`src/rtl/load_store_unit.sv`:
```
// Load/store unit: one request in flight, RV32I width formatting, range/illegal-code checks.
// Optional LSU_MISALIGN_TRAP_EN turns misaligned H/W accesses into errors.
module load_store_unit #(
  parameter int unsigned SIZE = 1024
) (
  input  logic        clk,
  input  logic        rst_n,
  input  logic        req_valid,
  output logic        req_ready,
  input  logic        req_we,
  input  logic [2:0]  req_funct3,
  input  logic [31:0] req_addr,
  input  logic [31:0] req_wdata,
  output logic        resp_valid,
  input  logic        resp_ready,
  output logic [31:0] resp_data,
  output logic        resp_err,
  output logic [31:0] mem_rd_addr,
  input  logic [31:0] mem_rd_data,
  output logic [1:0]  mem_wr,
  output logic [31:0] mem_wr_addr,
  output logic [31:0] mem_wr_data
);

  typedef enum logic [1:0] {IDLE, ISSUE, CAPTURE, RESP} state_t;

  state_t      r_state;
  logic        r_we;
  logic [2:0]  r_f3;
  logic        r_err;
  logic [1:0]  r_mem_wr;
  logic [31:0] r_addr;
  logic [31:0] r_wdata;
  logic        r_resp_valid;
  logic        r_resp_err;
  logic [31:0] r_resp_data;

  logic [2:0]  w_nbytes;
  logic [32:0] w_end;
  logic        w_oor;
  logic        w_illegal;
  logic        w_misalign;
  logic        w_err;
  logic [1:0]  w_wr_code;
  logic [31:0] w_fmt;

  always_comb begin
    case (req_funct3[1:0])
      2'b00:   w_nbytes = 3'd1;
      2'b01:   w_nbytes = 3'd2;
      default: w_nbytes = 3'd4;
    endcase
  end

  // 33-bit sum so an address near 2^32 cannot wrap back into range
  assign w_end     = {1'b0, req_addr} + {30'd0, w_nbytes};
  assign w_oor     = w_end > 33'(SIZE);
  assign w_illegal = (req_funct3 == 3'b011) || (req_funct3[2:1] == 2'b11) ||
                     (req_we && req_funct3[2]);

`ifdef LSU_MISALIGN_TRAP_EN
  assign w_misalign = ((req_funct3[1:0] == 2'b01) && req_addr[0]) ||
                      ((req_funct3[1:0] == 2'b10) && (req_addr[1:0] != 2'b00));
`else
  assign w_misalign = 1'b0;
`endif

  assign w_err = w_illegal || w_oor || w_misalign;

  always_comb begin
    w_wr_code = 2'd0;
    if (req_we && !w_err) begin
      case (req_funct3[1:0])
        2'b00:   w_wr_code = 2'd1;
        2'b01:   w_wr_code = 2'd2;
        default: w_wr_code = 2'd3;
      endcase
    end
  end

  always_comb begin
    case (r_f3)
      3'b000:  w_fmt = {{24{mem_rd_data[7]}}, mem_rd_data[7:0]};
      3'b100:  w_fmt = {24'd0, mem_rd_data[7:0]};
      3'b001:  w_fmt = {{16{mem_rd_data[15]}}, mem_rd_data[15:0]};
      3'b101:  w_fmt = {16'd0, mem_rd_data[15:0]};
      default: w_fmt = mem_rd_data;
    endcase
  end

  always_ff @(posedge clk) begin
    if (!rst_n) begin
      r_state      <= IDLE;
      r_we         <= 1'b0;
      r_f3         <= 3'd0;
      r_err        <= 1'b0;
      r_mem_wr     <= 2'd0;
      r_addr       <= 32'd0;
      r_wdata      <= 32'd0;
      r_resp_valid <= 1'b0;
      r_resp_err   <= 1'b0;
      r_resp_data  <= 32'd0;
    end else begin
      case (r_state)
        IDLE: if (req_valid) begin
          r_we     <= req_we;
          r_f3     <= req_funct3;
          r_err    <= w_err;
          r_addr   <= req_addr;
          r_wdata  <= req_wdata;
          r_mem_wr <= w_wr_code;
          r_state  <= ISSUE;
        end
        ISSUE: begin
          r_mem_wr <= 2'd0;
          if (!r_we && !r_err) begin
            r_state <= CAPTURE;
          end else begin
            r_resp_valid <= 1'b1;
            r_resp_err   <= r_err;
            r_resp_data  <= 32'd0;
            r_state      <= RESP;
          end
        end
        CAPTURE: begin
          r_resp_valid <= 1'b1;
          r_resp_err   <= 1'b0;
          r_resp_data  <= w_fmt;
          r_state      <= RESP;
        end
        RESP: if (resp_ready) begin
          r_resp_valid <= 1'b0;
          r_state      <= IDLE;
        end
        default: r_state <= IDLE;
      endcase
    end
  end

  assign req_ready   = rst_n && (r_state == IDLE);
  assign resp_valid  = r_resp_valid;
  assign resp_err    = r_resp_err;
  assign resp_data   = r_resp_data;
  assign mem_rd_addr = r_addr;
  assign mem_wr_addr = r_addr;
  assign mem_wr_data = r_wdata;
  // a store caught in ISSUE by reset must never reach memory
  assign mem_wr      = rst_n ? r_mem_wr : 2'd0;

endmodule

```
`config.mk`:
```
export PLATFORM = sky130hd
export DESIGN_NAME = load_store_unit
export DESIGN_NICKNAME = d
export VERILOG_FILES = /design/src/rtl/load_store_unit.sv
export SDC_FILE = /design/constraint.sdc
export NUM_CORES = 1
export LEC_CHECK = 0
export CAP_MARGIN = 0
export CORE_UTILIZATION = 46
export CTS_CLUSTER_SIZE = 16
export DETAILED_ROUTE_END_ITERATION = 12
export PLACE_DENSITY_LB_ADDON = 0.15
export SKIP_LAST_GASP = 1
export SYNTH_ARGS = -nofsm -noshare
export SYNTH_HDL_FRONTEND = slang
export SYNTH_SLANG_ARGS = --single-unit
```
`constraint.sdc`:
```
create_clock -name clk -period 8.1 [get_ports clk]
set_input_delay 1.62 -clock clk [delete_from_list [all_inputs] [get_ports clk]]
set_output_delay 1.62 -clock clk [all_outputs]
set_load 0.02 [all_outputs]
```
==> summary.md <==
| Metric | Value |
|---|---|
| Worst path cell trace | `clkdlybuf4s50_1, nor2_1, ha_1, fa_1, a21oi_1, or4_4, nor4_1, mux2i_1, nand4_1, or4_4, o221a_1` |
| Mean Syn Cell Area | `8.01 um2` |
| Met3 GRT Util | `0.0747` |
| Endpoint class of the critical path | `flop` |
| Clock Skew | `0.00876 ns` |
| Die Y | `109 um` |
| Busiest grt layer | `met2` |
| Die X-Extent | `109 um` |
| TritonRoute pass-1 iters | `4` |
| Via count | `5181` |
| Crit Path Category | `in -> reg` |
| Cts-stage hold buffer count | `0` |
| RePlAce Congestion | `0.848` |
| Asr flop ratio synth | `0` |
| M2 GR Usage | `0.420` |
| Syn Inst Count | `661` |
| GRT overflow | `0` |
| DP HPWL | `11000 um` |
| # clock sinks | `107` |
| Mapped Nets | `773` |
| Worst min-delay path category | `reg -> reg` |
| Warnings from Yosys | `0` |
| EDFF count, synth | `0` |
| CTS tree | `built` |
| Layout cells sized above 1 | `0.0380` |
| GRT Util Overall | `0.253` |
| Leakage | `2.70 nW` |
| Sequential fraction of the synthesis area | `0.404` |
| TNS Setup | `0 ns` |
| Hold Slack | `0.466 ns` |
| CTS root buf | `clkbuf_16` |
| Input/output buffers | `236` |
| Global-route wire length before repair | `23500 um` |
| Area Overhead vs Synth | `46.0%` |
| Finish-stage setup viols | `0` |
| Initial antenna violation count | `0` |
| CTS Buf Count | `9` |
| Post-CTS setup buffers | `0` |
| Synthesized area | `0.00530 mm2` |
| CP startpoint kind | `input pin` |
| CTS H-Tree Depth | `3` |
| PwrDens | `254 mW/mm2` |
| F_max | `0.212 GHz` |
| Most used cell, CP | `or4_4` |
| Max VDD drop | `0.164 mV` |
| Ys flop type | `dfxtp_1` |
| Synth unique cells | `53` |
| Final wirelength | `15200 um` |
| Die area | `0.0119 mm2` |
| Reg clk slew, reported paths | `0.07 ns` |
| Vias in the first global route | `4909` |
| Fillers | `884` |
| Placeable Area | `0.0110 mm2` |
| Headroom to the max-slew limit | `0.452` |
| Diode count | `0` |
| RSZ-0062 raised after global routing | `no` |
| Synthesis-stage register bit count | `107` |
| Pin count of the biggest net entering global routing | `77` |
| Max incr delay on CP | `0.60 ns` |
| Final period util | `0.584` |
| Total of max-cap violations | `0` |
| Worst EP required | `8.33 ns` |
| Residual DRC | `0` |
| Slew @ Worst Pin | `0.814 ns` |
| Initial core utilization | `0.480` |
| First DRT Iteration DRCs | `245` |
| Status | `completed` |
| Slowest CP cell | `or4_4` |
| Worst-path fanout max | `6` |
| Max clock buf depth | `2` |
| Placement Rows | `38` |
| WL/cell | `15.5 um` |
| IO Pins | `237` |
| Fin. Hold Viols | `0` |
| Post-layout min period | `4.73 ns` |
| Final slew viol count | `0` |
| Remaining antenna violation count | `0` |
| GR Util met1 | `0.303` |
| # nets final | `950` |
| Vias/cell | `5.28` |
| Clk_lat worst skew | `0.35 ns` |
| Crit path DAT | `4.96 ns` |
| Resize count post-CTS | `0` |
## worst max-delay path: cells and delay by family
kind                       cells  cell delay, ns
adders and majority gates      2            0.46
and+or+nand+nor                5            1.70
buffers and inverters          1            0.53
AOI/OAI and AO/OA              2            0.42
muxes                          1            0.23
## worst paths after layout
kind / cells after the start / slack (ns) / endpoint / from
max: 11 / 3.37 / r_err / req_funct3[1]
min reg2reg: 2 / 0.47 / resp_data[21] / resp_data[21]
max reg2reg: 9 / 5.07 / r_err / r_state[0]
min: 2 / 0.47 / resp_data[21] / resp_data[21]
## routing by layer
layer  vias to the layer above  routed length, um
li1                       2565                  -
met1                      2386               6260
met2                       200               7270
met3                        30               1240
met4                         0                404
met5                         -                  0
## layout make-up
type	instances	area, um2	area share
multi-input cells	470	2670	0.346
well taps	140	175	0.0227
repair buffers	240	2390	0.309
flip-flops and latches	107	2140	0.277
inverters	10	37.5	0.00485
clock buffers	12	246	0.0319
clock inverters	3	71.3	0.00922
## registers in the layout, indices dropped and copies added (netlist names)
| name | cells |
|---|---|
| mem_rd_addr | 32 |
| mem_wr_data | 32 |
| r_err | 1 |
| r_f3 | 3 |
| r_mem_wr | 2 |
| r_state | 2 |
| r_we | 1 |
| resp_data | 32 |
| resp_err | 1 |
| resp_valid | 1 |
## per-stage QoR
stage / cells / power (mW) / utilization / setup slack (ns) / instance area (um2)
2_1_floorplan: 661 / 1.16 / - / 3.88 / 5300
3_3_place_gp: 967 / 1.48 / 0.672 / 3.17 / 7410
3_5_place_dp: 967 / 1.50 / 0.672 / 3.04 / 7410
4_1_cts: 982 / 1.98 / 0.701 / 3.39 / 7730
5_1_grt: 982 / 2.07 / 0.701 / 3.22 / 7730
6_report: 982 / 1.96 / 0.701 / 3.37 / 7730
## cells in the mapped netlist (all sizes together) (8+ instances only)
cell type / number / area share
a22oi: 8 / 0.011
nand3: 16 / 0.015
clkbuf: 36 / 0.029
o21ai: 36 / 0.034
nor2b: 20 / 0.024
a21boi: 84 / 0.12
nor4: 8 / 0.0094
inv: 10 / 0.0071
nand2: 169 / 0.12
dfxtp: 107 / 0.40
buf: 37 / 0.054
nor2: 18 / 0.013
a21oi: 26 / 0.025
## where the power goes
part	switching (mW)	total (mW)	internal (mW)	leakage, nW
clock network	0.193	0.473	0.280	0.155
logic	0.439	0.791	0.352	1.67
registers	0.0709	0.701	0.630	0.874
## cell families after synthesis
family,Yosys count,synth area share
muxes,5,0.00992
AOI/OAI and AO/OA,173,0.217
and+or+nand+nor,274,0.239
DFF,107,0.404
adders and majority gates,8,0.0203
buffers and inverters,84,0.0924
xor gates and xnor gates,10,0.0165
## cells in the final DEF (no fill, tap or decap), drive strengths merged, types with 5 or more instances in the layout
master / instances
nand4: 7
buf: 5
nor2: 18
ha: 7
a22oi: 8
nor4: 8
clkdlybuf4s50: 235
clkbuf: 12
nand2: 169
a21boi: 84
nor3: 7
xor2: 7
dfxtp: 107
and2: 5
o21ai: 36
a21oi: 26
inv: 11
or3: 7
nand3: 16
nor2b: 20
No activity file was read; power rests on OpenSTA's default activity.
==> RTL change (config.mk and constraints unchanged) <==
Add a define of `LSU_MISALIGN_TRAP_EN`.
--- a/src/rtl/load_store_unit.sv
+++ b/src/rtl/load_store_unit.sv
@@ -1,4 +1,6 @@
 // Load/store unit: one request in flight, RV32I width formatting, range/illegal-code checks.
 // Optional LSU_MISALIGN_TRAP_EN turns misaligned H/W accesses into errors.
+`define LSU_MISALIGN_TRAP_EN
+
 module load_store_unit #(
   parameter int unsigned SIZE = 1024
Formal check against the unedited RTL: not equivalent (a bounded check fails within 4 cycles, from zero or initial values and one cycle with rst_n low).
==> RTL change against the original RTL <==
Sequential share of layout area rose by 0.83 points; setup slack got worse by 0.47 ns; cell area fell by 2.9%; total power fell by 7.1%; sequential cell count did not move; wire length fell by 6.1%; synthesized area fell by 3.2%.
==> RTL change: results <==
[clock_tree]
cts_root_buf = "clkbuf_8"
cts_buffer_depth = 2
clk_pin_slew_ns = 0.09
clk_latency_ns = 0.38
cts_made_buffers = 9
cts-htree-levels = 3
postCtsSetupBuffers = 0

[sta]
final_hold_viol_count = 0
slew_headroom_pct = 42.26
skew_ns = 0.01191

[logic_synthesis]
synth_nets = 747
netlist_top_cells_count = "nand2_1 (172), dfxtp_1 (107), a21boi_0 (84)"
synth_mux_area_share_pct = 0.9763
synth_area_leaders = "dfxtp_1 (42%), nand2_1 (13%), a21boi_0 (12%)"
synth_fa_ha_area_share_pct = 2.099
synth_edf_count = 0
synth-seq-area-share_pct = 41.79
ys.flop_type = "dfxtp_1"
ys_types = 54
synthArstFlopShare_pct = 0
synth_compound_area_share_pct = 23.14
synthXorXnorAreaFrac_pct = 1.196
ys_warn_count = 0

[critical_path]
r2r_cells = 7
cp-startpoint = "rst_n"
rr_endpoint = "resp_data[29]"
crit_fanout = 61
crit_slowest_cell = "buf_2"
cpPeakStageDelay_ns = 0.65
r2r_slack_ns = 5.73
worstPathArrival_ns = 3.58
cp-endpoint = "req_ready"
r2r_start = "r_state[1]"

[outcome]
outcome = "finished, final reports clean"

[route]
drtPass1Iterations = 6
drt_iter0_markers = 303
vias_per_cell = 5.145
wirelength_um = 14260

[layout]
nets = 928
insertedDiodeCount = 0
drive_gt1_share_pct = 4.263
n_fill_cell = 882

[place]
hpwl_um = 10560
gp_congestion = 0.8036
portBuffers = 236

[grt]
grt_max_degree = 71
grt_pass1_wl_um = 22750
grt_usage_pct = 25.02
antenna_found_initial = 0
grt_pass1_vias = 4767

[power]
vdd_drop_max_v = 0.0001238
p_leak_nw = 2.638

[min_path]
min_path_type = "flop to flop"

[floorplanning]
initial_core_util_pct = 47.29
-- RTL change: critical path: cells and delay by family --
kind	cells	cell delay, ns
and+or+nand+nor	1	0.18
buffers and inverters	3	1.75
-- RTL change: kinds of logic after synthesis --
logic type / Yosys count
xor+xnor: 7
fa+ha+maj: 8
flops: 107
buf+inv: 80
compound gates: 173
mux: 5
simple gates: 255
-- RTL change: how the worst min path moves through the flow --
stage                      endpoint  slack [ns]  cells past startpoint             from
global route        mem_wr_data[20]        0.49                      2  mem_wr_data[20]
global placement      resp_data[18]        0.45                      2    resp_data[18]
detailed placement  mem_wr_data[16]        0.46                      2  mem_wr_data[16]
finish              mem_wr_data[16]        0.47                      2  mem_wr_data[16]
CTS                 mem_wr_data[20]        0.47                      2  mem_wr_data[20]
floorplan                      r_we        0.44                      2             r_we
-- RTL change: where the power goes --
group	total, mW	internal (mW)	switching (mW)
clock network	0.336	0.152	0.184
registers	0.698	0.629	0.0685
logic	0.791	0.351	0.440
total	1.82	1.13	0.692
-- RTL change: layout make-up --
| cell class | count | area (um^2) | share of cell area, % |
|---|---|---|---|
| multi-input combinational | 448 | 2564 | 34.15 |
| clock buffer | 10 | 137.6 | 1.833 |
| sequential | 107 | 2142 | 28.53 |
| clock inverter | 6 | 63.81 | 0.8500 |
| tap | 140 | 175.2 | 2.333 |
| inverter | 10 | 37.54 | 0.5000 |
| timing repair buffer | 240 | 2387 | 31.80 |
-- RTL change: metrics by stage --
stage                     power [mW]  cell area (um^2)  cells  worst slack [ns]
final                          1.825              7507    961             2.899
after global routing           1.943              7507    961             2.741
after CTS                      1.836              7507    961             2.878
after detailed placement       1.502              7306    945             2.883
after global placement         1.482              7306    945             2.922
after floorplan                1.156              5126    635             3.995
-- RTL change: per-layer routing --
metal  up-vias  global-route usage, %  wire length, um
li1       2476                      -                -
met5         -                      0                0
met3        29                  7.203             1099
met1      2260                  29.91             5995
met4         0                  11.06              342
met2       179                  41.48             6822
